<file path="config.mk">
export PLATFORM = sky130hd
export DESIGN_NAME = fir_mac_engine
export DESIGN_NICKNAME = d
export VERILOG_FILES = /design/src/rtl/fir_mac_engine.sv
export SDC_FILE = /design/constraint.sdc
export NUM_CORES = 1
export LEC_CHECK = 0
export CAP_MARGIN = 15
export CORE_UTILIZATION = 55
export CTS_CLUSTER_SIZE = 40
export DETAILED_ROUTE_END_ITERATION = 7
export PLACE_DENSITY = 0.72
export REMOVE_ABC_BUFFERS = 1
export SETUP_SLACK_MARGIN = 0.05
export SYNTH_ARGS = -nofsm -noshare
export SYNTH_HDL_FRONTEND = slang
export SYNTH_SLANG_ARGS = --single-unit
</file>
<file path="constraint.sdc">
create_clock -name i_clk -period 11.1 [get_ports i_clk]
set_input_delay 1.11 -clock i_clk [delete_from_list [all_inputs] [get_ports i_clk]]
set_output_delay 1.11 -clock i_clk [all_outputs]
set_load 0.05 [all_outputs]
</file>
<file path="src/rtl/fir_mac_engine.sv">
// fir_mac_engine: time-multiplexed FIR filter built around one signed MAC.
// Samples enter a circular delay line, and one tap per cycle is accumulated.
// Coefficients can be rewritten at runtime while the engine is idle.
// Optional build macro FIR_SATURATE_EN: output narrowing clamps instead of
// wrapping, and o_sat records any clamp until reset.
module fir_mac_engine #(
    parameter int NUM_TAPS   = 8,
    parameter int DATA_WIDTH = 16,
    parameter int COEF_WIDTH = 16,
    parameter int SHIFT      = 15
) (
    input  logic                             i_clk,
    input  logic                             i_rst,
    input  logic                             i_valid,
    output logic                             o_ready,
    input  logic signed [DATA_WIDTH-1:0]     iv_din,
    output logic                             o_valid,
    input  logic                             i_ready,
    output logic signed [DATA_WIDTH-1:0]     ov_dout,
    input  logic                             i_coef_we,
    input  logic [$clog2(NUM_TAPS)-1:0]      iv_coef_addr,
    input  logic signed [COEF_WIDTH-1:0]     iv_coef_data,
    output logic                             o_coef_err,
    output logic                             o_sat
);

    localparam int AW        = $clog2(NUM_TAPS);
    localparam int ACC_WIDTH = DATA_WIDTH + COEF_WIDTH + AW;
    localparam int PROD_WIDTH = DATA_WIDTH + COEF_WIDTH;

    localparam logic [AW-1:0] LAST_TAP  = AW'(NUM_TAPS - 1);
    localparam logic [AW:0]   TAP_LIMIT = (AW + 1)'(NUM_TAPS);

    typedef enum logic [1:0] {
        IDLE,
        MAC,
        OUT
    } state_t;

    state_t state;
    state_t state_next;

    logic signed [DATA_WIDTH-1:0] delay_line [NUM_TAPS];
    logic signed [COEF_WIDTH-1:0] coef_bank  [NUM_TAPS];

    logic [AW-1:0]                wp;
    logic [AW-1:0]                tap;
    logic [AW-1:0]                rd_idx;
    logic                         last_tap;
    logic                         accept;
    logic                         addr_ok;

    logic signed [PROD_WIDTH-1:0] product;
    logic signed [ACC_WIDTH-1:0]  acc;
    logic signed [ACC_WIDTH-1:0]  acc_sum;
    logic signed [DATA_WIDTH-1:0] narrowed;
    logic signed [DATA_WIDTH-1:0] dout;
    logic                         coef_err;

    assign last_tap = (tap == LAST_TAP);
    assign accept   = (state == IDLE) && i_valid;
    assign addr_ok  = ({1'b0, iv_coef_addr} < TAP_LIMIT);

    // Handshake outputs come from the state register only; reset masks them
    // so nothing is offered or accepted while i_rst is high.
    assign o_ready    = (state == IDLE) && !i_rst;
    assign o_valid    = (state == OUT) && !i_rst;
    assign ov_dout    = dout;
    assign o_coef_err = coef_err;

    // Read index for x[n-k]: newest sample sits at wp, older ones behind it.
    always_comb begin
        if (wp >= tap) begin
            rd_idx = wp - tap;
        end else begin
            rd_idx = AW'({1'b0, wp} + TAP_LIMIT - {1'b0, tap});
        end
    end

    // Single multiply-accumulate: full-precision product, sign-extended.
    always_comb begin
        product = delay_line[rd_idx] * coef_bank[tap];
        acc_sum = acc + ACC_WIDTH'(product);
    end

`ifdef FIR_SATURATE_EN
    localparam logic signed [DATA_WIDTH-1:0] OUT_MAX = {1'b0, {(DATA_WIDTH-1){1'b1}}};
    localparam logic signed [DATA_WIDTH-1:0] OUT_MIN = {1'b1, {(DATA_WIDTH-1){1'b0}}};

    logic signed [ACC_WIDTH-1:0]         shifted;
    logic [ACC_WIDTH-DATA_WIDTH:0]       upper;
    logic                                clamp;
    logic                                sat;

    assign shifted = acc_sum >>> SHIFT;
    assign upper   = shifted[ACC_WIDTH-1:DATA_WIDTH-1];
    assign o_sat   = sat;

    // Clamp to the output range whenever the discarded bits are not pure sign.
    always_comb begin
        narrowed = shifted[DATA_WIDTH-1:0];
        clamp    = 1'b0;
        if (!((&upper) || !(|upper))) begin
            clamp    = 1'b1;
            narrowed = shifted[ACC_WIDTH-1] ? OUT_MIN : OUT_MAX;
        end
    end

    // Sticky overflow flag, raised when a clamped result is produced.
    always_ff @(posedge i_clk) begin
        if (i_rst) begin
            sat <= 1'b0;
        end else if ((state == MAC) && last_tap && clamp) begin
            sat <= 1'b1;
        end
    end
`else
    assign o_sat = 1'b0;

    // Two's-complement wrap: keep only the low bits of the scaled sum.
    always_comb begin
        narrowed = DATA_WIDTH'(acc_sum >>> SHIFT);
    end
`endif

    // State register.
    always_ff @(posedge i_clk) begin
        if (i_rst) begin
            state <= IDLE;
        end else begin
            state <= state_next;
        end
    end

    // Next-state logic: accept -> one cycle per tap -> hold result until taken.
    always_comb begin
        state_next = state;
        case (state)
            IDLE:    if (i_valid)  state_next = MAC;
            MAC:     if (last_tap) state_next = OUT;
            OUT:     if (i_ready)  state_next = IDLE;
            default: state_next = IDLE;
        endcase
    end

    // Delay line, pointers, accumulator and registered output value.
    always_ff @(posedge i_clk) begin
        if (i_rst) begin
            for (int i = 0; i < NUM_TAPS; i++) begin
                delay_line[i] <= '0;
            end
            wp   <= '0;
            tap  <= '0;
            acc  <= '0;
            dout <= '0;
        end else begin
            case (state)
                IDLE: begin
                    if (accept) begin
                        delay_line[wp] <= iv_din;
                        acc            <= '0;
                        tap            <= '0;
                    end
                end
                MAC: begin
                    acc <= acc_sum;
                    if (last_tap) begin
                        tap  <= '0;
                        wp   <= (wp == LAST_TAP) ? '0 : wp + AW'(1);
                        dout <= narrowed;
                    end else begin
                        tap <= tap + AW'(1);
                    end
                end
                default: begin
                end
            endcase
        end
    end

    // Coefficient bank: writes land only while idle; anything else is flagged.
    always_ff @(posedge i_clk) begin
        if (i_rst) begin
            for (int i = 0; i < NUM_TAPS; i++) begin
                coef_bank[i] <= '0;
            end
            coef_err <= 1'b0;
        end else begin
            coef_err <= i_coef_we && ((state != IDLE) || !addr_ok);
            if (i_coef_we && (state == IDLE) && addr_ok) begin
                coef_bank[iv_coef_addr] <= iv_coef_data;
            end
        end
    end

endmodule

</file>
==> metrics.txt <==
# TYPE chip_impl_metric gauge
chip_impl_metric{name="power-per-cell-area",unit="mW/mm^2"} 304
chip_impl_metric{name="final.period_utilization",unit=""} 0.814
chip_impl_info{name="critical-path-slowest-cell",value="mux2i_1"} 1
chip_impl_metric{name="grt_overflow",unit=""} 0
chip_impl_info{name="count_leader_synth",value="inv_1"} 1
chip_impl_metric{name="post-route-drc-count",unit=""} 1
chip_impl_metric{name="dr_total_vias",unit=""} 15397
chip_impl_metric{name="cts-hold-fix-buffers",unit=""} 0
chip_impl_metric{name="clock_path_buffers",unit=""} 3
chip_impl_metric{name="timing.final.crit_period",unit="ns"} 9.03
chip_impl_metric{name="min_path_cells",unit=""} 2
chip_impl_metric{name="clock-skew-final",unit="ns"} 0.0300
chip_impl_metric{name="antenna_found_initial",unit=""} 1
chip_impl_metric{name="r2r_setup_slack",unit="ns"} 2.07
chip_impl_info{name="worstSetupEndpointType",value="flip-flop"} 1
chip_impl_info{name="critical_path.cell_chain",value="inv_1 -> ha_2 -> inv_1 -> fa_1 -> xor2_1 -> xnor2_4 -> mux4_2 -> mux2i_1 -> nor2_1 -> fa_1 -> fa_1 -> fa_1 -> fa_1 -> fa_1 -> fa_1 -> ha_1 -> a21o_1 -> a21o_1 -> a21oi_1 -> o21ai_0 -> a21oi_1 -> a31oi_1 -> or3_1 -> a32o_1"} 1
chip_impl_info{name="violations_in_the_final_reports",value="DRC"} 1
chip_impl_metric{name="ant_nets",unit=""} 0
chip_impl_metric{name="detailedRoute.firstPassIterationCount",unit=""} 7
chip_impl_metric{name="gp_congestion",unit=""} 1.01
chip_impl_info{name="min_delay_worst_endpoint",value="ov_dout[6]"} 1
chip_impl_metric{name="fin_nets",unit=""} 2579
chip_impl_metric{name="n_antenna_cell",unit=""} 0
chip_impl_metric{name="clock_latency_on_the_worst_skew_pair",unit="ns"} 0.56
chip_impl_info{name="critical_path.top_delay_family",value="adder cells"} 1
chip_impl_info{name="r2r_end",value="acc[29]"} 1
chip_impl_info{name="synth_common_cells",value="347 x inv_1, 286 x fa_1, 266 x and2_1"} 1
chip_impl_metric{name="postCtsResizedCells",unit=""} 0
chip_impl_metric{name="timing.final.hold_violations",unit=""} 0
chip_impl_metric{name="die_height",unit="um"} 211
chip_impl_metric{name="grt_first_pass_wirelength",unit="um"} 92000
chip_impl_metric{name="layout-drive-gt1-share",unit=""} 0.0874
chip_impl_metric{name="final_setup_violations",unit=""} 0
chip_impl_metric{name="clkSlewWorstSetupHoldPaths",unit="ns"} 0.06
chip_impl_info{name="post_synth_main_area_contributors",value="edfxtp_1 32%, fa_1 24%, and2_1 6.9%, mux4_2 6.0%, inv_1 5.4%"} 1
chip_impl_info{name="critPathMostFrequentCell",value="fa_1"} 1
chip_impl_metric{name="crit_path_max_fanout",unit=""} 23
chip_impl_metric{name="clock_sink_count",unit=""} 315
chip_impl_metric{name="yosysSeqAreaShare",unit=""} 0.369
chip_impl_metric{name="initialDrtViolationCount",unit=""} 1129
chip_impl_metric{name="slowest_delay",unit="ns"} 0.94
chip_impl_metric{name="ios",unit=""} 60
chip_impl_metric{name="finalSetupTns",unit="ns"} 0
chip_impl_metric{name="final-max-slew-violation-count",unit=""} 0
chip_impl_metric{name="multi_input_area",unit="mm^2"} 0.0136
chip_impl_metric{name="largest_net_degree_at_the_start_of_global_routing",unit=""} 56
chip_impl_info{name="setup_repair_after_global_routing_missed_its_margin",value="no"} 1
chip_impl_info{name="status",value="finished, violations left"} 1
chip_impl_metric{name="least_margin_pin_slew",unit="ns"} 1.19
chip_impl_metric{name="synthesis.yosys.warnings",unit=""} 0
chip_impl_metric{name="max-slew-margin-rel",unit=""} 0.182
chip_impl_metric{name="synthesis.area_per_instance",unit="um^2"} 11.5
chip_impl_metric{name="sequential_cell_area",unit="mm^2"} 0.00887
chip_impl_metric{name="row_count",unit=""} 76
chip_impl_info{name="holdCritPathClass",value="reg -> reg"} 1
chip_impl_info{name="setup.worst_path.start",value="wp[0]"} 1
chip_impl_info{name="synth_largest_area_cell",value="edfxtp_1"} 1
chip_impl_metric{name="area.growth.synth_to_final",unit="%"} 10.1
chip_impl_metric{name="cp_data_required_time",unit="ns"} 11.54
chip_impl_metric{name="initial_core_util",unit=""} 0.559
chip_impl_metric{name="vdd_drop_max",unit="V"} 0.000367
chip_impl_metric{name="fmax",unit="MHz"} 111
chip_impl_info{name="cts_root_buffer",value="clkbuf_16"} 1
chip_impl_info{name="hold_path_startpoint",value="ov_dout[6]"} 1
chip_impl_metric{name="postCtsSetupBuffers",unit=""} 0
chip_impl_metric{name="timing.max_cap.violations",unit=""} 0
chip_impl_info{name="postSynth.topFlopCell",value="edfxtp_1"} 1
chip_impl_metric{name="hpwl",unit="um"} 41200
chip_impl_metric{name="core-area",unit="mm^2"} 0.0431
chip_impl_metric{name="synthDominantCellAreaShare",unit=""} 0.320
chip_impl_metric{name="portBuffers",unit=""} 58
chip_impl_metric{name="cts_max_level",unit=""} 2
chip_impl_metric{name="via_per_inst",unit=""} 5.58
chip_impl_metric{name="ys_seq_elements",unit=""} 315
chip_impl_metric{name="synth-edff-count",unit=""} 256
chip_impl_metric{name="design.die.area",unit="mm^2"} 0.0446
chip_impl_metric{name="die_x",unit="um"} 211
chip_impl_metric{name="filler_cells_inserted",unit=""} 3401
chip_impl_info{name="worst_setup_path_start_kind",value="flip-flop"} 1
chip_impl_metric{name="worst_r2r_path_depth",unit=""} 24
chip_impl_metric{name="holdWs",unit="ns"} 0.451
chip_impl_metric{name="track_usage",unit=""} 0.273
chip_impl_metric{name="grt_pass1_vias",unit=""} 16588
chip_impl_metric{name="leakage",unit="nW"} 11.5
chip_impl_metric{name="postRouteWirelength",unit="um"} 57100
chip_impl_info{name="cts_tree",value="yes"} 1
chip_impl_metric{name="timing.critical_path.depth",unit=""} 24
chip_impl_metric{name="sum_of_buffers_and_inverters_on_the_critical_path",unit=""} 2
chip_impl_metric{name="asyncSetResetFlopFracSynth",unit=""} 0
chip_impl_metric{name="netlist_area",unit="mm^2"} 0.0241
chip_impl_info{name="crit-reg2reg-launch",value="wp[0]"} 1
chip_impl_metric{name="yosys.cell_types.count",unit=""} 56
chip_impl_info{name="setup.worst_path.class",value="reg -> reg"} 1
chip_impl_metric{name="cts_made_buffers",unit=""} 35
chip_impl_metric{name="critPathArrivalTime",unit="ns"} 9.47
chip_impl_metric{name="postSynthCellCount",unit=""} 2086
chip_impl_metric{name="detail_route.wl_per_cell",unit="um"} 20.7
registers in the layout, summed over array words and instances, names as in the netlist, named ones only:
signal / count
coef_bank: 128
delay_line: 128
acc: 31
ov_dout: 16
tap: 3
wp: 3
state: 2
o_coef_err: 1
per-stage QoR:
stage | util | std cells | cell area [um^2] | worst slack [ns] | total power, mW
after detailed placement | 0.590 | 2701 | 25400 | 2.14 | 6.92
after CTS | 0.615 | 2758 | 26500 | 2.12 | 8.04
after floorplan | - | 2013 | 23800 | 2.79 | 5.75
after global routing | 0.615 | 2758 | 26500 | 1.60 | 8.91
after global placement | 0.589 | 2696 | 25400 | 2.29 | 6.77
final | 0.615 | 2758 | 26500 | 2.07 | 8.06
logic make-up after synthesis:
group | after synthesis | synth area share
other cells | 1 | 0.000156
xor+xnor | 41 | 0.0152
flops | 315 | 0.369
mux | 113 | 0.0827
compound gates | 135 | 0.0366
simple gates | 673 | 0.139
buf+inv | 422 | 0.0673
fa+ha+maj | 386 | 0.290
power by group:
part	internal [mW]	leakage, nW	switching (mW)
clock network	0.618	0.503	0.477
registers	1.35	3.13	0.0288
logic	2.34	7.90	3.26
worst max-delay path by stage:
stage	end	slack [ns]
floorplan	acc[29]	2.79
global placement	acc[30]	2.29
detailed placement	acc[29]	2.14
CTS	acc[29]	2.12
global route	acc[29]	1.60
finish	acc[29]	2.07
layout by cell type, fill, tap and decap left out, types with 14 or more instances in the layout:
cell type        count
clkbuf_16           35
nand2b_1            16
mux2i_1             21
mux4_2              64
xnor2_1             29
a22oi_1             24
dfxtp_1             58
and2_1             266
nor3_1              14
ha_1                99
nor2_1             172
clkdlybuf4s50_1     57
nand2_1            164
a21oi_1             38
a21o_1              14
buf_4               43
fa_1               286
mux2_2              21
o21ai_1             18
inv_1              347
edfxtp_1           256
tightest hold or removal path: cells and delay by family (launching register included):
kind | cells | cell delay [ns]
AO/OA/AOI/OAI | 1 | 0.05
flip-flops | 1 | 0.30
AND/OR/NAND/NOR | 1 | 0.05
per-layer routing:
metal  GRT usage  share of wire
met5           0        0.00030
met4       0.105          0.039
met3      0.0470          0.076
met2       0.446           0.47
met1       0.367           0.41
layout make-up:
class	instances	area share
Multi-Input combinational cell	1349	0.513
Timing Repair Buffer	103	0.0348
Sequential cell	315	0.335
Clock buffer	48	0.0353
Clock inverter	9	0.00449
Inverter	349	0.0495
Tap cell	585	0.0276
Power figures use the tool's default switching activity.
